File: src/rtl/parallel_serial_if.sv
// Word-in / byte-out stream bundle for parallel_serial.
// The slave modport is the block's view. The master modport is the load source plus the byte sink.
interface parallel_serial_if #(parameter int N = 4);
    logic [8*N-1:0] data_parallel;
    logic           load_valid;
    logic           load_ready;
    logic [7:0]     data_serial;
    logic           serial_valid;
    logic           serial_ready;
    logic           serial_last;
    logic           word_done;
    logic           busy;

    modport master (
        output data_parallel, load_valid, serial_ready,
        input  load_ready, data_serial, serial_valid, serial_last, word_done, busy
    );

    modport slave (
        input  data_parallel, load_valid, serial_ready,
        output load_ready, data_serial, serial_valid, serial_last, word_done, busy
    );
endinterface

File: src/rtl/parallel_serial.sv
// Serialises 8*N-bit words LSB-first onto a byte stream. Byte 0 of a word appears one cycle after the word is accepted.
// Backpressure: serial_ready low holds the byte. A pending slot lets the next word load while the current word drains.
module parallel_serial #(
    parameter int N = 4
) (
    input  logic              clk,
    input  logic              rst,
    parallel_serial_if.slave  bus
);
    localparam int CW = (N > 1) ? $clog2(N) : 1;
    localparam logic [CW-1:0] LAST_IDX = CW'(N - 1);

    logic [8*N-1:0] active_q, active_d;
    logic           act_vld_q, act_vld_d;
    logic [8*N-1:0] pend_q, pend_d;
    logic           pend_vld_q, pend_vld_d;
    logic [CW-1:0]  cnt_q, cnt_d;
    logic           word_done_q, word_done_d;

    logic is_last, xfer, last_xfer, accept;

    assign is_last   = act_vld_q && (cnt_q == LAST_IDX);
    assign xfer      = act_vld_q && bus.serial_ready;
    assign last_xfer = xfer && is_last;
    assign accept    = bus.load_valid && !pend_vld_q;

    assign bus.load_ready   = !pend_vld_q;
    assign bus.serial_valid = act_vld_q;
    assign bus.data_serial  = active_q[7:0];
    assign bus.serial_last  = is_last;
    assign bus.word_done    = word_done_q;
    assign bus.busy         = act_vld_q || pend_vld_q;

    always_comb begin
        active_d    = active_q;
        act_vld_d   = act_vld_q;
        pend_d      = pend_q;
        pend_vld_d  = pend_vld_q;
        cnt_d       = cnt_q;
        word_done_d = last_xfer;

        if (last_xfer) begin
            cnt_d = '0;
            // A held pending word takes precedence; load_ready is low then, so no acceptance can collide.
            if (pend_vld_q) begin
                active_d   = pend_q;
                pend_vld_d = 1'b0;
            end else if (accept) begin
                active_d = bus.data_parallel;
            end else begin
                active_d  = '0;
                act_vld_d = 1'b0;
            end
        end else begin
            if (xfer) begin
                active_d = active_q >> 8;
                cnt_d    = cnt_q + CW'(1);
            end
            if (accept) begin
                if (!act_vld_q) begin
                    active_d  = bus.data_parallel;
                    act_vld_d = 1'b1;
                    cnt_d     = '0;
                end else begin
                    pend_d     = bus.data_parallel;
                    pend_vld_d = 1'b1;
                end
            end
        end
    end

    always_ff @(posedge clk or posedge rst) begin
        if (rst) begin
            active_q    <= '0;
            act_vld_q   <= 1'b0;
            pend_q      <= '0;
            pend_vld_q  <= 1'b0;
            cnt_q       <= '0;
            word_done_q <= 1'b0;
        end else begin
            active_q    <= active_d;
            act_vld_q   <= act_vld_d;
            pend_q      <= pend_d;
            pend_vld_q  <= pend_vld_d;
            cnt_q       <= cnt_d;
            word_done_q <= word_done_d;
        end
    end
endmodule

File: src/flat_wrapper.sv
// flat-port wrapper written by rule: the top's interface ports become plain ports
module parallel_serial_flat 
#(
    parameter int N = 4
)
  (clk, rst, bus_data_parallel, bus_load_valid, bus_serial_ready, bus_load_ready, bus_data_serial, bus_serial_valid, bus_serial_last, bus_word_done, bus_busy);
  parallel_serial_if #(.N(N)) bus_i ();
  input  logic clk;
  input  logic rst;
  input wire logic [$bits(bus_i.data_parallel)-1:0] bus_data_parallel;
  input wire logic [$bits(bus_i.load_valid)-1:0] bus_load_valid;
  input wire logic [$bits(bus_i.serial_ready)-1:0] bus_serial_ready;
  output wire logic [$bits(bus_i.load_ready)-1:0] bus_load_ready;
  output wire logic [$bits(bus_i.data_serial)-1:0] bus_data_serial;
  output wire logic [$bits(bus_i.serial_valid)-1:0] bus_serial_valid;
  output wire logic [$bits(bus_i.serial_last)-1:0] bus_serial_last;
  output wire logic [$bits(bus_i.word_done)-1:0] bus_word_done;
  output wire logic [$bits(bus_i.busy)-1:0] bus_busy;
  assign bus_i.data_parallel = bus_data_parallel;
  assign bus_i.load_valid = bus_load_valid;
  assign bus_i.serial_ready = bus_serial_ready;
  assign bus_load_ready = bus_i.load_ready;
  assign bus_data_serial = bus_i.data_serial;
  assign bus_serial_valid = bus_i.serial_valid;
  assign bus_serial_last = bus_i.serial_last;
  assign bus_word_done = bus_i.word_done;
  assign bus_busy = bus_i.busy;
  parallel_serial #(.N(N)) u_core (.clk(clk), .rst(rst), .bus(bus_i));
endmodule
File: config.mk
export PLATFORM = sky130hd
export DESIGN_NAME = parallel_serial_flat
export DESIGN_NICKNAME = d
export VERILOG_FILES = /design/src/rtl/parallel_serial_if.sv /design/src/rtl/parallel_serial.sv /design/src/flat_wrapper.sv
export SDC_FILE = /design/constraint.sdc
export NUM_CORES = 1
export LEC_CHECK = 0
export CAP_MARGIN = 20
export CORE_MARGIN = 2
export CORE_UTILIZATION = 45
export DETAILED_ROUTE_END_ITERATION = 8
export PLACE_DENSITY = 0.74
export SYNTH_ARGS = -nofsm -noshare
export SYNTH_HDL_FRONTEND = slang
export SYNTH_SLANG_ARGS = --single-unit
File: constraint.sdc
create_clock -name clk -period 4.7 [get_ports clk]
set_clock_uncertainty 0.2 [all_clocks]
set_input_delay 1.41 -clock clk [delete_from_list [all_inputs] [get_ports clk]]
set_output_delay 1.41 -clock clk [all_outputs]
set_load 0.005 [all_outputs]
# Word level (Yosys, flattened, before mapping)
# Index checks and enable logic that the tools add are counted.
dict set report classes {
  eq_ne 3
  bitwise 1
  addsub 1
  reduce_logical 11
  muxes 17
}
# cell count
set op_table {}
lappend op_table {{$mux W32} 6}
lappend op_table {{$mux W2} 4}
lappend op_table {{$mux W1} 7}
lappend op_table {{$reduce_and A3 Y1} 2}
lappend op_table {{$logic_and A1 B1 Y1} 4}
lappend op_table {{$ne A2 B2 Y1 const B} 2}
lappend op_table {{$reduce_bool A2 Y1} 2}
lappend op_table {{$add A2 B1 Y2 const B} 1}
lappend op_table {{$eq A2 B2 Y1 const B} 1}
lappend op_table {{$reduce_and A2 Y1} 1}
lappend op_table {{$logic_not A1 Y1} 1}
lappend op_table {{$logic_or A1 B1 Y1} 1}
lappend op_table {{$not A1 Y1} 1}
dict set report word_totals {
  output_inout_bits 13
  elab_cells 39
  register_bits 69
  inputBits 36
}

# Logic depth before layout (Yosys ltp)
dict set report depth {
  word_depth 5
  depth_mapped 8
  depth_no_buf 4
}

# Worst setup path after synthesis
# OpenSTA, ideal clock, no wires.
dict set report synth_timing {
  path_type {input -> register}
  from {input bus_serial_ready}
  to {register u_core.pend_q[1]}
  path_stages 5
  setup_ns 0.125
  path_slack_ns 1.950
  t_arrival_ns 2.425
  t_required_ns 4.375
  path_buffers 2
  cell_sequence {buf_2 > nand2_2 > nor3b_4 > buf_6 > mux2_2}
}
dict set report synth_via {
  elab_chain_len 4
}
# item line_no
set synth_rtl {}
lappend synth_rtl {{start, declared} flat_wrapper.sv:12} ;# input wire logic [$bits(bus_i.serial_ready)-1:0] bus_serial_ready;
lappend synth_rtl {{$logic_and A1 B1 Y1} parallel_serial.sv:23} ;# assign xfer = act_vld_q && bus.serial_ready;
lappend synth_rtl {{$logic_and A1 B1 Y1} parallel_serial.sv:24} ;# assign last_xfer = xfer && is_last;
lappend synth_rtl {{$not A1 Y1 (no source line)} --}
lappend synth_rtl {{$reduce_and A3 Y1 (no source line)} --}
lappend synth_rtl {{end signal, assigned} parallel_serial.sv:83} ;# pend_q <= pend_d;
lappend synth_rtl {{end, declared} parallel_serial.sv:15} ;# logic [8*N-1:0] pend_q, pend_d;
# Every way passes these cells.
# A chain may end at the register's enable or synchronous reset.

# Final worst setup path
dict set report layout_timing {
  from {register u_core.cnt_q[1]}
  to {output bus_serial_last}
}
dict set report layout_via {
  elab_chain_len 2
}
# item line_no
set layout_rtl {}
lappend layout_rtl {{start, declared} parallel_serial.sv:17} ;# logic [CW-1:0] cnt_q, cnt_d;
lappend layout_rtl {{start signal, assigned} parallel_serial.sv:85} ;# cnt_q <= cnt_d;
lappend layout_rtl {{$eq A2 B2 Y1} parallel_serial.sv:22} ;# assign is_last = act_vld_q && (cnt_q == LAST_IDX);
lappend layout_rtl {{$logic_and A1 B1 Y1} parallel_serial.sv:22}
lappend layout_rtl {{end, declared} flat_wrapper.sv:16} ;# output wire logic [$bits(bus_i.serial_last)-1:0] bus_serial_last;
# Every way passes these cells.

==> impl_metrics.ini <==
[floorplanning]
num_io_pins = 49
start_util_pct = 45.9
dieHeight_um = 94.8
die_x_um = 94.8
rows = 33
core_region_area_um2 = 8090
dieArea_um2 = 8990

[logic_synthesis]
synth_cell_types = 33
syn_avg_cell_area_um2 = 11.4
syn_area_um2 = 3710
synth_area_leaders = dfrtp_1, o2111a_1, o32a_1, mux2_2, nand3b_1
syn_nets = 364
ys_seq_area_share_pct = 46.5
ys_warn_count = 0
synth_cells = 327
yosys.area.top_type = dfrtp_1
synth.top_cell.area_share_pct = 46.5
ys_ff_latch = 69

[drt]
wl_per_cell_um = 19.6
viasPerCell = 6.21
firstDrtPassIters = 4
wl_um = 9080
drc = 0
drt_iter0_markers = 168
vias = 2883
antenna_left = 0

[power]
comb_power_share_pct = 40.8
clkPwrFrac_pct = 16.9
power_frac_seq_pct = 42.3
vdd_drop_max_uv = 235
leakagePower_nw = 1.69
intPower_mw = 1.67
p_sw_mw = 0.917
finalPower_mw = 2.58
powerDensity_nw_per_um2 = 597
sw_frac_of_total_pct = 35.5

[min_path]
worstHoldStart = u_core.pend_q[24]
min_path_type = register to register
hold_path_end = u_core.pend_q[24]
holdPathStages = 1

[global_route]
track_usage_pct = 21.9
grt_pass1_wl_um = 14900
antenna_found_initial = 0
grt-ovfl-total = 0
grt_pass1_vias = 2896
grt_start_max_net_pins = 52

[clocking]
htree_num_levels = 3
clock_path_buffers = 2
cts_tree = done
cts-hold-fix-buffers = 0
clk_pin_slew_worst_paths_ps = 70
post-cts-setup-buffers = 0
cts_made_buffers = 9
root_buffer = clkbuf_8
ctsResizeCount = 0
clock-sinks = 69
clk_latency_ps = 340

[worst_setup_path]
end_kind = primary output
critPathKind = register to primary output
path_delay_family = buffers and inverters
crit_arrival_ps = 1900
r2r-end = u_core.pend_q[1]
max_stage_delay_ps = 500
crit_path_start_kind = register
worst_ep_required_time_ps = 3090
worst-path-buf-inv = 2
crit_slowest_cell = clkdlybuf4s50_1
crit_chain = ha_1 > buf_4 > and2_1 > clkdlybuf4s50_1
r2r_slack_ps = 1980
r2r_start = u_core.bus.serial_valid
worstPathMaxFanout = 28
ff2ff_path_depth = 5

[run_status]
status = finished, final reports clean

[timing]
fmax_ghz = 0.285
finalSetupTns_ps = 0
rsz0062_at_grt = no
slew_viol_final = 0
period_minus_slack_ps = 3510
fin_ws_ps = 1190
slew_headroom_pct = 35.3
setup-violations-final = 0
worstMarginPinSlew_ps = 968
worst_hold_slack_ps = 282
hold_viol = 0
period_share_pct = 74.7

[cells_and_area]
fin_util_pct = 53.5
layout-drive-gt1-share_pct = 15.6
fin_nets = 391
register_area_um2 = 1730
stdcell_count = 464
syn2layout_area_growth_pct = 16.5
design_area_um2 = 4330
diodes = 0
fillCellCount = 732
multi_input_area_um2 = 1720

[place]
post-place-ws_ps = 1010
dp_cells = 448
hpwl_um = 5920
portBuffers = 48
placed_cell_area_um2 = 4150
gp_congestion = 0.761

[run]
max_cap_viol_count = 0
==> cells by family (layout without fill, tap and decap cells) <==
kind of cell / Yosys count / in the layout / synth area share, %
flip-flops: 69 / 69 / 46.5
AO/OA/AOI/OAI: 87 / 87 / 20.6
multiplexers: 32 / 32 / 9.70
AND/OR/NAND/NOR: 94 / 94 / 15.7
buffers and inverters: 44 / 76 / 7.24
adder cells (fa/ha/maj): 1 / 1 / 0.337
==> sequential cells by signal, summed over array words and instances (netlist names) <==
signal                   flops
u_core.pend_vld_q            1
u_core.cnt_q                 2
u_core.active_q             32
u_core.bus.serial_valid      1
u_core.bus.word_done         1
u_core.pend_q               32
==> worst max path at each step <==
stage / slack (ps) / startpoint / depth (start not counted) / end
3_5_place_dp: 1010 / bus_serial_ready / 5 / u_core.active_q[4]
6_report: 1190 / u_core.cnt_q[1] / 4 / bus_serial_last
3_3_place_gp: 1090 / bus_serial_ready / 5 / u_core.active_q[4]
5_1_grt: 1080 / u_core.cnt_q[1] / 4 / bus_serial_last
4_1_cts: 1180 / u_core.cnt_q[1] / 4 / bus_serial_last
2_1_floorplan: 1350 / rst / 1 / u_core.active_q[0]
==> cells in the mapped netlist <==
cell type	instances
a21boi_2	1
and2_1	1
or2_2	1
nand2_2	2
and2b_2	1
buf_4	9
o21ai_0	1
nand3b_1	24
a221o_1	8
a21o_1	1
and3_1	9
a22o_1	1
o32a_1	24
nand2_1	26
clkbuf_1	11
nand2b_1	2
buf_6	7
mux2_2	18
clkbuf_2	1
a21oi_2	1
o2111a_1	24
or3_2	4
mux2_1	14
o22ai_1	1
nor3_1	1
ha_1	1
nor3b_4	2
a21oi_1	25
or3_1	20
buf_2	13
inv_1	3
nor2_1	1
dfrtp_1	69
==> power by group through the flow <==
stage | clock network [mW] | logic, mW | registers, mW
final | 0.437 | 1.06 | 1.09
after global routing | 0.481 | 1.16 | 1.12
after CTS | 0.449 | 1.06 | 1.09
after detailed placement | 0 | 1.06 | 1.10
after global placement | 0 | 1.01 | 1.08
after floorplan | 0 | 0.874 | 0.996
==> cell type report <==
cell class,count,share of cell area (%)
Multi-Input combinational cell,214,39.7
Timing Repair Buffer,57,13.0
Sequential cell,69,39.9
Clock inverter,4,0.521
Tap cell,105,3.04
Clock buffer,12,3.59
Inverter,3,0.260
==> metal layers <==
| metal | vias to the layer above | global-route usage, % | share of wire [%] |
|---|---|---|---|
| met1 | 1476 | 30.7 | 45 |
| met2 | 93 | 33.8 | 48 |
| met3 | 8 | 5.03 | 6.2 |
| met4 | 0 | 7.00 | 0.98 |
| li1 | 1306 | - | - |
| met5 | - | 0 | 0 |
==> placed cells by master (no fill, tap or decap), types with 2 or more instances in the layout <==
cell and n:
o32a_1 24, clkinv_2 3, o2111a_1 24, inv_1 2
clkdlybuf4s50_1 48, dfrtp_1 69, mux2_2 18, clkbuf_8 11
a221o_1 8, nand2_1 26, nand2b_1 2, and3_1 8
buf_4 8, or3_1 20, nand2_2 2, nor3b_4 2
mux2_1 14, or3_2 4, a21oi_1 25, nand3b_1 24
Power figures use the tool's default switching activity.
